$ cat src/rtl/qqspi_arb_pkg.sv
// Shared definitions for the qqspi two-master arbiter: FSM encoding, master
// indices, default address windows and the window-compare helper.
package qqspi_arb_pkg;

  localparam logic [1:0] ST_IDLE  = 2'd0;
  localparam logic [1:0] ST_ISSUE = 2'd1;
  localparam logic [1:0] ST_RESP  = 2'd2;

  localparam logic MST_0 = 1'b0;
  localparam logic MST_1 = 1'b1;

  localparam logic [31:0] DEF_NOR_START   = 32'h2000_0000;
  localparam logic [31:0] DEF_NOR_END     = 32'h2100_0000;
  localparam logic [31:0] DEF_PSRAM_START = 32'h8000_0000;
  localparam logic [31:0] DEF_PSRAM_END   = 32'h8080_0000;
  localparam int          DEF_WORD_ADDR_W = 23;

  // One master's request as seen by the arbiter.
  typedef struct packed {
    logic [31:0] addr;
    logic [31:0] wdata;
    logic [3:0]  wstrb;
  } mst_req_t;

  // Unsigned window test: start inclusive, stop exclusive.
  function automatic logic in_window(input logic [31:0] addr,
                                     input logic [31:0] start,
                                     input logic [31:0] stop);
    return (addr >= start) && (addr < stop);
  endfunction

endpackage

$ cat src/rtl/qqspi_addr_decode.sv
// Combinational region decode: selects NOR or PSRAM, flags illegal accesses
// and forms the window-relative word address for qqspi.
module qqspi_addr_decode
  import qqspi_arb_pkg::*;
#(
  parameter logic [31:0] NOR_START   = DEF_NOR_START,
  parameter logic [31:0] NOR_END     = DEF_NOR_END,
  parameter logic [31:0] PSRAM_START = DEF_PSRAM_START,
  parameter logic [31:0] PSRAM_END   = DEF_PSRAM_END,
  parameter int          WORD_ADDR_W = DEF_WORD_ADDR_W
) (
  input  logic [31:0]            addr,
  input  logic [3:0]             wstrb,
  output logic                   nor_sel,
  output logic                   psram_sel,
  output logic                   fault,
  output logic [WORD_ADDR_W-1:0] word_addr
);

  logic        in_nor;
  logic        in_psram;
  logic [31:0] offset;

  // NOTE: every output of a combinational block is assigned on every path,
  // otherwise synthesis infers a latch to hold the old value.
  always_comb begin
    in_nor    = in_window(addr, NOR_START, NOR_END);
    in_psram  = in_window(addr, PSRAM_START, PSRAM_END);
    // The flash window is read-only; programming goes through a separate path.
    nor_sel   = in_nor && (wstrb == 4'b0000);
    psram_sel = in_psram;
    fault     = !(nor_sel || psram_sel);
    offset    = addr - (in_psram ? PSRAM_START : NOR_START);
    word_addr = WORD_ADDR_W'(offset >> 2);
  end

endmodule

$ cat src/rtl/qqspi_arbiter.sv
// Two-master round-robin arbiter and region decoder in front of qqspi.
// Optional ownership locking for atomic RMW is enabled by QQSPI_ARB_LOCK_EN.
module qqspi_arbiter
  import qqspi_arb_pkg::*;
#(
  parameter logic [31:0] NOR_START   = DEF_NOR_START,
  parameter logic [31:0] NOR_END     = DEF_NOR_END,
  parameter logic [31:0] PSRAM_START = DEF_PSRAM_START,
  parameter logic [31:0] PSRAM_END   = DEF_PSRAM_END,
  parameter int          WORD_ADDR_W = DEF_WORD_ADDR_W
) (
  input  logic                   clk,
  input  logic                   rst_n,

  input  logic                   m0_valid,
  input  logic [31:0]            m0_addr,
  input  logic [31:0]            m0_wdata,
  input  logic [3:0]             m0_wstrb,
  output logic                   m0_ready,
  output logic [31:0]            m0_rdata,
  output logic                   m0_fault,

  input  logic                   m1_valid,
  input  logic [31:0]            m1_addr,
  input  logic [31:0]            m1_wdata,
  input  logic [3:0]             m1_wstrb,
  output logic                   m1_ready,
  output logic [31:0]            m1_rdata,
  output logic                   m1_fault,

`ifdef QQSPI_ARB_LOCK_EN
  input  logic                   m0_lock,
  input  logic                   m1_lock,
`endif

  output logic                   q_valid,
  output logic [WORD_ADDR_W-1:0] q_addr,
  output logic [31:0]            q_wdata,
  output logic [3:0]             q_wstrb,
  output logic                   q_psram_spiflash,
  output logic [2:0]             q_ce_ctrl,
  input  logic                   q_ready,
  input  logic [31:0]            q_rdata
);

  logic [1:0]             state;
  logic                   grant_r;
  logic                   rr_last;
  logic                   fault_r;
  logic                   nor_r;
  logic                   psram_r;
  logic [WORD_ADDR_W-1:0] addr_r;
  logic [31:0]            wdata_r;
  logic [3:0]             wstrb_r;
  logic [31:0]            rdata_r;

`ifdef QQSPI_ARB_LOCK_EN
  logic                   lock_r;
  logic                   locked_r;
`endif

  logic                   req0;
  logic                   req1;
  logic                   pick;
  mst_req_t               m0_req;
  mst_req_t               m1_req;
  mst_req_t               sel_req;

  logic                   dec_nor;
  logic                   dec_psram;
  logic                   dec_fault;
  logic [WORD_ADDR_W-1:0] dec_addr;

  assign m0_req = '{addr: m0_addr, wdata: m0_wdata, wstrb: m0_wstrb};
  assign m1_req = '{addr: m1_addr, wdata: m1_wdata, wstrb: m1_wstrb};

  always_comb begin
    req0 = m0_valid;
    req1 = m1_valid;
`ifdef QQSPI_ARB_LOCK_EN
    // While a lock is held only the owner (last granted master) may win.
    if (locked_r) begin
      req0 = m0_valid && (grant_r == MST_0);
      req1 = m1_valid && (grant_r == MST_1);
    end
`endif
    if (req0 && req1) pick = ~rr_last;
    else if (req1)    pick = MST_1;
    else              pick = MST_0;
    sel_req = (pick == MST_1) ? m1_req : m0_req;
  end

  qqspi_addr_decode #(
    .NOR_START   (NOR_START),
    .NOR_END     (NOR_END),
    .PSRAM_START (PSRAM_START),
    .PSRAM_END   (PSRAM_END),
    .WORD_ADDR_W (WORD_ADDR_W)
  ) u_decode (
    .addr      (sel_req.addr),
    .wstrb     (sel_req.wstrb),
    .nor_sel   (dec_nor),
    .psram_sel (dec_psram),
    .fault     (dec_fault),
    .word_addr (dec_addr)
  );

  // NOTE: state registers use non-blocking assignments so every flop samples
  // the pre-edge values regardless of statement order.
  always_ff @(posedge clk) begin
    if (!rst_n) begin
      state    <= ST_IDLE;
      grant_r  <= MST_0;
      rr_last  <= MST_1;
      fault_r  <= 1'b0;
      nor_r    <= 1'b0;
      psram_r  <= 1'b0;
      addr_r   <= '0;
      wdata_r  <= '0;
      wstrb_r  <= '0;
      rdata_r  <= '0;
`ifdef QQSPI_ARB_LOCK_EN
      lock_r   <= 1'b0;
      locked_r <= 1'b0;
`endif
    end else begin
      case (state)
        ST_IDLE: begin
          if (req0 || req1) begin
            grant_r <= pick;
            addr_r  <= dec_addr;
            wdata_r <= sel_req.wdata;
            wstrb_r <= sel_req.wstrb;
            nor_r   <= dec_nor;
            psram_r <= dec_psram;
            fault_r <= dec_fault;
            rdata_r <= '0;
`ifdef QQSPI_ARB_LOCK_EN
            lock_r  <= (pick == MST_1) ? m1_lock : m0_lock;
`endif
            state   <= ST_ISSUE;
          end
        end
        ST_ISSUE: begin
          // A faulting access spends this cycle with q_valid suppressed, which
          // puts its response two cycles after the request like the spec'd t+2.
          if (fault_r) begin
            state <= ST_RESP;
          end else if (q_ready) begin
            rdata_r <= q_rdata;
            state   <= ST_RESP;
          end
        end
        ST_RESP: begin
`ifdef QQSPI_ARB_LOCK_EN
          locked_r <= lock_r;
          if (!lock_r) rr_last <= grant_r;
`else
          rr_last <= grant_r;
`endif
          state <= ST_IDLE;
        end
        default: state <= ST_IDLE;
      endcase
    end
  end

  assign q_valid          = (state == ST_ISSUE) && !fault_r;
  assign q_addr           = q_valid ? addr_r  : '0;
  assign q_wdata          = q_valid ? wdata_r : '0;
  assign q_wstrb          = q_valid ? wstrb_r : '0;
  assign q_psram_spiflash = q_valid && psram_r;
  assign q_ce_ctrl        = q_valid ? {1'b0, psram_r, nor_r} : 3'b000;

  assign m0_ready = (state == ST_RESP) && (grant_r == MST_0);
  assign m1_ready = (state == ST_RESP) && (grant_r == MST_1);
  assign m0_rdata = m0_ready ? rdata_r : '0;
  assign m1_rdata = m1_ready ? rdata_r : '0;
  assign m0_fault = m0_ready && fault_r;
  assign m1_fault = m1_ready && fault_r;

endmodule

$ cat config.mk
export PLATFORM = sky130hd
export DESIGN_NAME = qqspi_arbiter
export DESIGN_NICKNAME = d
export VERILOG_FILES = /design/src/rtl/qqspi_arb_pkg.sv /design/src/rtl/qqspi_addr_decode.sv /design/src/rtl/qqspi_arbiter.sv
export SDC_FILE = /design/constraint.sdc
export NUM_CORES = 1
export LEC_CHECK = 0
export ABC_AREA = 1
export CORE_AREA = 2 2 117 119
export CTS_CLUSTER_DIAMETER = 60
export DETAILED_ROUTE_END_ITERATION = 16
export DIE_AREA = 0 0 119 121
export PLACE_DENSITY = 0.82
export SETUP_SLACK_MARGIN = 0.15
export SYNTH_ARGS = -nofsm -noshare
export SYNTH_HDL_FRONTEND = slang
export SYNTH_SLANG_ARGS = --single-unit
$ cat constraint.sdc
create_clock -name clk -period 3.26 [get_ports clk]
set_input_delay 0.489 -clock clk [delete_from_list [all_inputs] [get_ports clk]]
set_output_delay 0.489 -clock clk [all_outputs]
set_load 0.02 [all_outputs]
==> impl_metrics.json <==
{
  "synth_edf_count": 0,
  "power_w": 0.00330,
  "grt_antenna_before_repair": 0,
  "syn_inst": 792,
  "syn_nets": 965,
  "post_drt_wl_per_cell_um": 13.0,
  "yosys.area.top_type": "dfxtp_1",
  "grtUsageTotal": 0.218,
  "port_buffers": 299,
  "finalSetupTns_ns": 0,
  "cellPowerDensity_mw_per_mm2": 395,
  "synthMuxAreaShare": 0,
  "grt.overflow.total": 0,
  "grt_max_degree": 90,
  "grt_pass1_vias": 5246,
  "cp-start-kind": "flip-flop",
  "boundaryPins": 305,
  "place_congestion": 0.870,
  "yosys.cell_types.count": 24,
  "hp-class": "reg -> reg",
  "finalNonFillerCells": 1237,
  "clk_path_buf_depth": 2,
  "peakVddDrop_mv": 0.235,
  "synth_fa_ha_area_frac": 0,
  "power_leakage_nw": 3.12,
  "finalCriticalPeriod_ns": 2.80,
  "drt_iter0_drc": 401,
  "drv_cap": 0,
  "drc": 0,
  "area_growth_syn_to_layout_pct": 66.2,
  "ant_nets": 0,
  "drv_slew": 0,
  "die_x_um": 119,
  "ctsResizeCount": 0,
  "cts_tree": "done",
  "slew_headroom": 0.357,
  "synth_top_flop_cell": "dfxtp_1",
  "crit_fanout": 33,
  "num_rows": 42,
  "cts_buffers": 9,
  "final_util": 0.638,
  "endpoint_kind": "primary output",
  "synth-simple-area-share": 0.287,
  "hold_viol": 0,
  "ys_seq_area_frac": 0.391,
  "path_clk_slew_ns": 0.06,
  "firstDrtPassIters": 5,
  "rsz0062_at_grt": "no",
  "fin_crit_sh": 0.859,
  "yosysMostFrequentCell": "nand2_1",
  "cts_max_level": 3,
  "num-nets-final": 1229,
  "grt_pass1_wl_um": 25600,
  "drive_gt1_frac": 0.0368,
  "core_area_mm2": 0.0131,
  "synth_area_leaders": "dfxtp_1, nand2_1, nor2_1",
  "worstSetupPathType": "reg -> out",
  "insertion_delay_ns": 0.33,
  "worstPathRequired_ns": 2.77,
  "syn_area_mm2": 0.00502,
  "synth_top_family_by_area": "simple AND/OR/NAND/NOR gates",
  "root_buffer": "clkbuf_16",
  "synth_xor_area_frac": 0,
  "placed_cells": 1221,
  "synth_top_cell_area_share": 0.391,
  "worst_slew_pin_slew_ns": 0.963,
  "crit_arrival_ns": 2.31,
  "status": "completed",
  "async_flop_share": 0,
  "die_y_um": 121,
  "hold_ws_ns": 0.465,
  "yosysWarnings": 0,
  "vias": 5826,
  "diodes": 0,
  "hpwlAfterDp_um": 11900,
  "cts_hold_buf": 0,
  "clkSinkCount": 98,
  "routed_wirelength_um": 16100,
  "setup_viol": 0,
  "synth_seq_cells": 98,
  "synth-compound-area-share": 0.175,
  "postSynthAreaPerCell_um2": 6.34,
  "finClkSkew_ns": 0.00590,
  "routed_via_density": 4.71,
  "start_util": 0.384,
  "post-cts-setup-buffers": 0,
  "fmax_mhz": 357,
  "die_area_mm2": 0.0144,
  "synth_common_cells": "nand2_1, nor2_1, inv_1"
}
## registers in the layout (all words and copies together), names as in the netlist
name and cells:
rdata_r 32, wdata_r 32, addr_r 23, wstrb_r 4, state 2, fault_r 1, grant_r 1, nor_r 1
psram_r 1, rr_last 1
## report_power, final
| part | switching [W] | total (W) | internal, W |
|---|---|---|---|
| Clock | 0.000450 | 0.00107 | 0.000617 |
| Combinational | 0.000458 | 0.000855 | 0.000397 |
| Sequential | 0.0000558 | 0.00138 | 0.00132 |
| Total | 0.000964 | 0.00330 | 0.00233 |
## final timing paths
path	from	to	slack, ns	cells past startpoint
max	state[1]	m0_rdata[16]	0.46	5
min	rdata_r[11]	rdata_r[11]	0.46	2
max reg2reg	fault_r	rdata_r[28]	1.40	7
min reg2reg	rdata_r[11]	rdata_r[11]	0.46	2
## worst max-delay path, stage by stage (launching register included)
cell and delay (ns):
dfxtp_1 0.41, nand2_1 0.11, nor2_1 0.14, inv_1 0.42, nor2_1 0.25, clkdlybuf4s50_1 0.64
## cell usage in the layout, fill, tap and decap left out, types with 3 or more instances in the layout
| master | instances |
|---|---|
| a31oi_1 | 54 |
| inv_2 | 5 |
| inv_1 | 108 |
| clkdlybuf4s50_1 | 298 |
| nand2_2 | 3 |
| a21oi_1 | 42 |
| dfxtp_1 | 98 |
| o21ai_0 | 59 |
| nor2_1 | 142 |
| nand2_1 | 169 |
| clkbuf_16 | 9 |
| buf_4 | 11 |
| nand3_1 | 41 |
## cells by family after synthesis
family	count (synthesis)
buffers and inverters	173
other	1
DFF	98
AOI/OAI and AO/OA	159
and+or+nand+nor	361
## per-stage QoR
stage               setup slack, ns  instance area [um^2]
floorplan                      1.16                  5020
global placement              0.795                  8050
detailed placement            0.753                  8050
CTS                           0.438                  8340
global route                  0.217                  8340
finish                        0.460                  8340
## layer usage
metal,track usage,vias up,routed length [um]
li1,-,3008,-
met1,0.257,2541,6700
met2,0.381,250,7760
met3,0.0616,27,1300
met4,0.0759,0,351
met5,0,-,0
## area by class of cell
cell class                      instances  area, um^2
Clock buffer                           12         246
Clock inverter                          4        51.3
Fill cell                            1178        4740
Inverter                              114         428
Multi-Input combinational cell        521        2320
Sequential cell                        98        1960
Tap cell                              176         220
Timing Repair Buffer                  312        3110
Note: power is estimated with default switching activity, not from simulation.
